## src/rtl/types_pkg.sv

```systemverilog
// rtl/types_pkg.sv - shared sizing types and loader FSM state encoding
package types_pkg;

   localparam int MEM_SIZE = 512;

   typedef logic [8:0]  address_t;
   typedef logic [31:0] word_t;

   typedef enum logic [1:0] {
      ST_IDLE    = 2'd0,
      ST_COLLECT = 2'd1,
      ST_WRITE   = 2'd2,
      ST_DONE    = 2'd3
   } loader_state_t;

   // Largest legal word count, in the width of the len port
   localparam logic [9:0] LEN_MAX = 10'(MEM_SIZE);

   // A load request is legal for 1..MEM_SIZE words
   function automatic logic len_ok(input logic [9:0] l);
      return (l != 10'd0) && (l <= LEN_MAX);
   endfunction

endpackage

```

## src/rtl/imem_loader.sv

```systemverilog
// rtl/imem_loader.sv - byte-stream to instruction-memory word loader with checksum
module imem_loader
   import types_pkg::*;
(
   input  logic        clk,
   input  logic        rst_n,
   input  logic        start,
   input  logic [9:0]  len,
   input  logic        abort,
   input  logic        in_valid,
   input  logic [7:0]  in_byte,
   output logic        in_ready,
   output logic        we,
   output address_t    waddr,
   output word_t       wdata,
   output logic        busy,
   output logic        done,
   output logic        err,
   output word_t       checksum
);

   loader_state_t state_q, state_d;
   logic [9:0]    len_q, len_d;
   logic [9:0]    word_cnt_q, word_cnt_d;
   logic [1:0]    byte_idx_q, byte_idx_d;
   word_t         asm_q, asm_d;
   word_t         checksum_q, checksum_d;
   logic          err_q, err_d;

   // Next-state logic: abort overrides everything, then the per-state behaviour
   always_comb begin
      state_d    = state_q;
      len_d      = len_q;
      word_cnt_d = word_cnt_q;
      byte_idx_d = byte_idx_q;
      asm_d      = asm_q;
      checksum_d = checksum_q;
      err_d      = err_q;

      if (abort) begin
         // Drop any partially assembled word; err and checksum are left alone
         state_d    = ST_IDLE;
         byte_idx_d = 2'd0;
         asm_d      = '0;
      end else begin
         case (state_q)
            ST_IDLE: begin
               if (start) begin
                  if (len_ok(len)) begin
                     len_d      = len;
                     word_cnt_d = 10'd0;
                     byte_idx_d = 2'd0;
                     asm_d      = '0;
                     checksum_d = '0;
                     err_d      = 1'b0;
                     state_d    = ST_COLLECT;
                  end else begin
                     err_d = 1'b1;
                  end
               end
            end
            ST_COLLECT: begin
               // in_ready is high throughout COLLECT, so in_valid alone marks a transfer
               if (in_valid) begin
                  asm_d[{byte_idx_q, 3'b000} +: 8] = in_byte;
                  byte_idx_d = byte_idx_q + 2'd1;
                  if (byte_idx_q == 2'd3) begin
                     state_d = ST_WRITE;
                  end
               end
            end
            ST_WRITE: begin
               checksum_d = checksum_q + asm_q;
               if (word_cnt_q == len_q - 10'd1) begin
                  state_d = ST_DONE;
               end else begin
                  word_cnt_d = word_cnt_q + 10'd1;
                  state_d    = ST_COLLECT;
               end
            end
            ST_DONE: begin
               state_d = ST_IDLE;
            end
            default: begin
               state_d = ST_IDLE;
            end
         endcase
      end
   end

   // State, counters, assembly register and checksum
   always_ff @(posedge clk or negedge rst_n) begin
      if (!rst_n) begin
         state_q    <= ST_IDLE;
         len_q      <= 10'd0;
         word_cnt_q <= 10'd0;
         byte_idx_q <= 2'd0;
         asm_q      <= '0;
         checksum_q <= '0;
         err_q      <= 1'b0;
      end else begin
         state_q    <= state_d;
         len_q      <= len_d;
         word_cnt_q <= word_cnt_d;
         byte_idx_q <= byte_idx_d;
         asm_q      <= asm_d;
         checksum_q <= checksum_d;
         err_q      <= err_d;
      end
   end

   // Outputs decode from state registers; abort masks the strobes in its own cycle
   always_comb begin
      in_ready = (state_q == ST_COLLECT) && !abort;
      we       = (state_q == ST_WRITE) && !abort;
      done     = (state_q == ST_DONE) && !abort;
      busy     = (state_q != ST_IDLE);
      waddr    = word_cnt_q[8:0];
      wdata    = asm_q;
      err      = err_q;
      checksum = checksum_q;
   end

endmodule

```

## config.mk

```make
export PLATFORM = sky130hd
export DESIGN_NAME = imem_loader
export DESIGN_NICKNAME = d
export VERILOG_FILES = /design/src/rtl/types_pkg.sv /design/src/rtl/imem_loader.sv
export SDC_FILE = /design/constraint.sdc
export NUM_CORES = 1
export LEC_CHECK = 0
export CAP_MARGIN = 0
export CORE_ASPECT_RATIO = 2
export CORE_MARGIN = 2
export CORE_UTILIZATION = 41
export DETAILED_ROUTE_END_ITERATION = 6
export PLACE_DENSITY_LB_ADDON = 0.1
export SKIP_CTS_REPAIR_TIMING = 1
export SLEW_MARGIN = 20
export SYNTH_ARGS = -nofsm -noshare
export SYNTH_HDL_FRONTEND = slang
export SYNTH_SLANG_ARGS = --single-unit
```

## constraint.sdc

```tcl
create_clock -name clk -period 5.2 [get_ports clk]
set_clock_uncertainty 0.15 [all_clocks]
set_input_delay 1.04 -clock clk [delete_from_list [all_inputs] [get_ports clk]]
set_output_delay 1.04 -clock clk [all_outputs]
set_load 0.01 [all_outputs]
```

==> flow_summary.toml, run 1 <==
[synthesis]
synth-main-ff-cell = "dfrtp_1"
ys_ff_latch = 89
yosysTopAreaCell = "dfrtp_1"
yosysTopAreaCellShare_pct = 37.0
ys_seq_area_share_pct = 37.0
synth_edf_count = 0
synth_area_per_cell_sq_um = 9.09
yosysWarnings = 0
synthTopCellsByCount = "89 x dfrtp_1, 85 x nand2_1, 45 x o21ai_0, 41 x inv_1, 39 x ha_1"
synth.area.top_cells = "dfrtp_1 37%, ha_1 8.1%, mux2i_1 5.3%"
yosysUniqueCellTypes = 70
synth.most_common_cell = "dfrtp_1"
async_flop_share_pct = 100
postSynthCellCount = 662
synth_area_sq_um = 6020
syn_nets = 725

[power]
power_density_nw_per_um2 = 223
clock_power_share_pct = 38.2
seqPwrFrac_pct = 47.0
swShare_pct = 27.7
p_sw_mw = 0.457
p_leak_nw = 3.34
p_comb_share_pct = 14.8
ir_drop_mv = 0.149
internal_power_mw = 1.19
finalPower_mw = 1.65

[setup_path]
worstPathArrival_ns = 2.82
timing.rr.end = "checksum[28]"
required_ns = 4.01
criticalPathCategory = "in2out"
crit_path_start_kind = "input pin"
cp-end-kind = "output port"
worstReg2RegStart = "wdata[0]"
regToRegSetupSlack_ns = 1.77
r2r_cells = 10
crit_fanout = 7

[run]
drv_cap = 0

[worst_hold_path]
worst_hold_path_type = "reg2reg"
whs_path_depth = 2
worst_hold_path.endpoint = "checksum[22]"
hp-start = "checksum[22]"

[global_routing]
grt_max_degree = 61
grt_pass1_vias = 5356
grt_pass1_wl_mm = 28.0
grt_usage_pct = 23.5
grt_overflow = 0
antenna_found_initial = 0

[cts]
htree_num_levels = 3
cts_root_buffer = "clkbuf_16"
cts.clk_slew.worst_paths_ns = 0.06
clkSinkCount = 89
clock_path_buffers = 2
worstSkewPairLatency_ns = 0.34
numCtsBuffers = 9
cts_tree = "built"

[timing]
relSlewSlack_pct = 41.3
worst_pin_slew_ns = 0.873
rsz0062_at_grt = "no"
period_needed_ns = 4.01
tns_ns = 0
setup_slack_ns = 1.19
finalSetupViolCount = 0
finalHoldViolCount = 0
finalCritPeriodShare_pct = 77.1
drv_slew = 0
fmax_mhz = 250

[drt]
drc_errors = 0
detail-route-antenna-nets = 0
wl_per_cell_um = 19.0
routed_wirelength_mm = 17.8
viasPerCell = 5.50
vias = 5167
drt_iter0_drc = 224
firstDrtPassIters = 4

[finish]
nets = 805
multi_input_area_sq_um = 3460
area_growth_pct = 23.0
drive_above_1_share_pct = 6.56
antenna_cells = 0
stdcell_count = 939
fill_cells = 1356
regArea_sq_um = 2230

[floorplan]
io_pins = 101
die-area_sq_um = 15700
dieHeight_um = 175
core-area_sq_um = 14400
std_cell_rows = 62
fp.dieW_um = 89.7
start_util_pct = 41.9

[placement]
place_congestion = 0.867
dp_hpwl_mm = 13.8
placement.io_buffers = 100
dp_cells = 923
dp_slack_ns = 1.22

[run_status]
outcome = "finished, final reports clean"
==> cells by family (layout without fill, tap and decap cells) <==
| logic type | after synthesis | in the layout | share of synthesized area (%) |
|---|---|---|---|
| DFF | 89 | 89 | 37.0 |
| AOI/OAI and AO/OA | 182 | 182 | 20.0 |
| adders and majority gates | 40 | 40 | 8.44 |
| xor gates and xnor gates | 35 | 35 | 5.09 |
| and+or+nand+nor | 198 | 198 | 16.3 |
| muxes | 41 | 41 | 7.51 |
| buffers and inverters | 77 | 162 | 5.61 |
==> how the worst max path moves through the flow <==
stage          startpoint        to  slack [ns]  depth (start not counted)
2_1_floorplan      len[4]  len_q[0]        2.28                          9
3_3_place_gp        abort  in_ready        1.22                          4
3_5_place_dp        abort  in_ready        1.22                          4
4_1_cts             abort  in_ready        1.21                          4
5_1_grt             abort  in_ready        1.13                          4
6_report            abort  in_ready        1.19                          4
==> layer usage <==
layer	up-vias	wire length, um	GRT usage [%]
met5	-	0	0
met4	0	660	10.0
met3	33	505	3.01
met2	126	10100	44.0
met1	2514	6520	25.1
li1	2494	-	-
==> sequential cells by signal, indices dropped and copies added, names as in the netlist <==
register and count:
checksum 32, wdata 32, len_q 10, word_cnt_q 10, byte_idx_q 2, state_q 2
err 1
==> cell usage in the layout, fill, tap and decap left out, types with 5 or more instances in the layout <==
cell	instances
buf_4	5
nor2_1	31
xor2_1	20
nand2b_1	10
mux2i_1	32
a21o_1	23
dfrtp_1	89
nand4_1	5
o21ai_0	44
a22o_1	6
ha_1	39
nand2_1	85
mux2_4	8
clkbuf_16	9
a31oi_1	10
a21oi_1	34
clkdlybuf4s50_1	99
o211ai_1	8
o31ai_1	6
o21a_1	9
and3_1	9
xnor2_1	15
o21ai_1	7
inv_1	41
nand3_1	12
nor3_1	11
==> layout make-up <==
class                   count  area share, %
multi-input cells         496           46.8
flip-flops and latches     89           30.1
repair buffers            104           13.9
clock buffers              12           3.47
well taps                 192           3.25
inverters                  42           2.13
clock inverters             4          0.355
==> worst max-delay path, stage by stage <==
cell and delay (ns):
clkdlybuf4s50_1 0.51, or3b_1 0.55, inv_2 0.15, clkdlybuf4s50_1 0.56
==> power by group through the flow <==
stage	clock network, mW	registers (mW)	logic [mW]
after floorplan	0	0.768	0.158
after global placement	0	0.789	0.240
after detailed placement	0	0.790	0.245
after CTS	0.646	0.776	0.246
after global routing	0.671	0.779	0.269
final	0.629	0.775	0.244
==> stage by stage <==
step | area (sq um) | util (%) | hold slack (ns)
finish | 7400 | 51.6 | 0.358
detailed placement | 7110 | 49.5 | 0.337
CTS | 7390 | 51.5 | 0.369
floorplan | 6020 | - | 0.328
global placement | 7110 | 49.5 | 0.342
global route | 7400 | 51.6 | 0.385
Note: power is estimated with default switching activity, not from simulation.
==> run 2, diff against run 1 <==
==> constraint.sdc (replaced) <==
create_clock -name clk -period 3.7 [get_ports clk]
set_clock_uncertainty 0.15 [all_clocks]
set_input_delay 0.74 -clock clk [delete_from_list [all_inputs] [get_ports clk]]
set_output_delay 0.74 -clock clk [all_outputs]
set_load 0.01 [all_outputs]
==> run 2 against run 1 <==
  * Sequential share of layout area is 0.45 points lower
  * Combinational power is 42% higher
  * Final cell count is 1.1% higher
  * Global-route usage is 0.57 points higher
  * Power is 49% higher
  * Non-clock buffer count is 10 higher
  * Critical path depth stayed put
  * Cell area is 1.5% higher
  * Count of clock-buffer cells in the layout is 3 lower
  * Critical path type unchanged
  * Largest cell class unchanged
  * Highest routed layer unchanged
==> flow_summary.toml, run 2 (synthesis gave the netlist of run 1 again) <==
[drt]
vias = 5235
detail-route-antenna-nets = 0
drt_iter0_drc = 186
viasPerCell = 5.52
firstDrtPassIters = 4
routed_wirelength_mm = 17.9
wl_per_cell_um = 18.9
drc_errors = 0

[global_routing]
grt_overflow = 0
grt_pass1_vias = 5387
grt_max_degree = 58
busiest_layer = "met2"
grt_pass1_wl_mm = 28.8
grt_usage_pct = 24.1
gr-usage-met1_pct = 26.0
use_met2_pct = 44.9
gr-usage-met3_pct = 3.15
antenna_found_initial = 0

[setup_path]
worstPathArrival_ns = 2.48
criticalPathCategory = "in2out"
crit_path_start_kind = "input pin"
crit_top_cell = "clkdlybuf4s50_1"
worstReg2RegStart = "wdata[2]"
regToRegSetupSlack_ns = 0.47
required_ns = 2.81
crit_fanout = 7
crit_path_max_incr_delay_ns = 0.55
r2r_cells = 9
cpMaxStageDelayCell = "clkdlybuf4s50_1"
cp-end-kind = "output port"
worstPathCellList = "clkdlybuf4s50_1 -> or3b_1 -> inv_2 -> clkdlybuf4s50_1"
timing.rr.end = "checksum[29]"

[placement]
dp_hpwl_mm = 14.1
dp_slack_ns = 0.334
placement.io_buffers = 100
dp_cells = 933
place_congestion = 0.938
placed_cell_area_sq_um = 7180

[power]
power_density_nw_per_um2 = 326
p_sw_mw = 0.667
p_leak_nw = 3.41
finalPower_mw = 2.45
clock_power_share_pct = 41.6
internal_power_mw = 1.78
seqPwrFrac_pct = 44.2
ir_drop_mv = 0.218
swShare_pct = 27.2
p_comb_share_pct = 14.2

[finish]
area_growth_pct = 24.8
final_common_cell = "clkdlybuf4s50_1"
final_area_sq_um = 7510
antenna_cells = 0
drive_above_1_share_pct = 7.79
regArea_sq_um = 2230
final_core_util_pct = 52.3
stdcell_count = 949
multi_input_area_sq_um = 3460
fill_cells = 1328
nets = 815
final_cell_mix = "99 x clkdlybuf4s50_1, 89 x dfrtp_1, 85 x nand2_1"

[timing]
period_needed_ns = 3.37
rsz0062_at_grt = "no"
drv_slew = 0
worst_pin_slew_ns = 0.753
fmax_mhz = 297
setup_slack_ns = 0.332
finalCritPeriodShare_pct = 91.0
tns_ns = 0
relSlewSlack_pct = 49.8
finalSetupViolCount = 0
finalHoldViolCount = 0
hold_ws_ns = 0.306

[cts]
numCtsBuffers = 9
clkSinkCount = 89
cts_tree = "built"
clock_path_buffers = 2
cts.clk_slew.worst_paths_ns = 0.07
htree_num_levels = 3
worstSkewPairLatency_ns = 0.35
cts_root_buffer = "clkbuf_16"

[floorplan]
std_cell_rows = 62
io_pins = 101
core-area_sq_um = 14400
start_util_pct = 41.9
fp.dieW_um = 89.7
die-area_sq_um = 15700
dieHeight_um = 175

[run_status]
outcome = "finished, final reports clean"

[worst_hold_path]
worst_hold_path_type = "in2async"

[run]
drv_cap = 0
[run 2: changes by cell type in the layout (fill, tap and decap cells not counted), sizes merged]
| cell | change |
|---|---|
| clkinv | -1 |
| clkbuf | -3 |
| buf | +10 |
| bufinv | +2 |
| inv | +2 |
[run 2: worst max-delay path by stage]
stage               cells after the start  startpoint  slack (ns)           end
global placement                        4       abort        0.37      in_ready
detailed placement                      4       abort        0.33      in_ready
global route                            4       abort        0.26      in_ready
CTS                                     4       abort        0.33      in_ready
finish                                  4       abort        0.33      in_ready
floorplan                              10    wdata[0]        0.90  checksum[28]
[run 2: metal layers]
metal / vias to the layer above / routed length (um) / part of all wire [%]
met4: 0 / 604 / 3.4
li1: 2534 / - / -
met2: 124 / 10300 / 58
met3: 36 / 579 / 3.2
met1: 2541 / 6410 / 36
met5: - / 0 / 0
[run 2: worst max-delay path: cells and delay by family]
| kind | cells | cell delay, ns |
|---|---|---|
| buffers and inverters | 3 | 1.19 |
| AND/OR/NAND/NOR | 1 | 0.54 |
[run 2: final cells by class]
class	count	area share, %
clock inverter	7	1.35
timing repair buffer	114	14.7
inverter	42	2.10
sequential	89	29.7
multi-input combinational	496	46.0
clock buffer	9	3.00
tap	192	3.20
[run 2: power groups by stage]
stage                     Sequential [mW]  Combinational, mW  Clock, mW
final                                1.08              0.347       1.02
after global routing                 1.09              0.387       1.09
after CTS                            1.09              0.351       1.04
after detailed placement             1.10              0.351          0
after global placement               1.10              0.343          0
after floorplan                      1.08              0.222          0
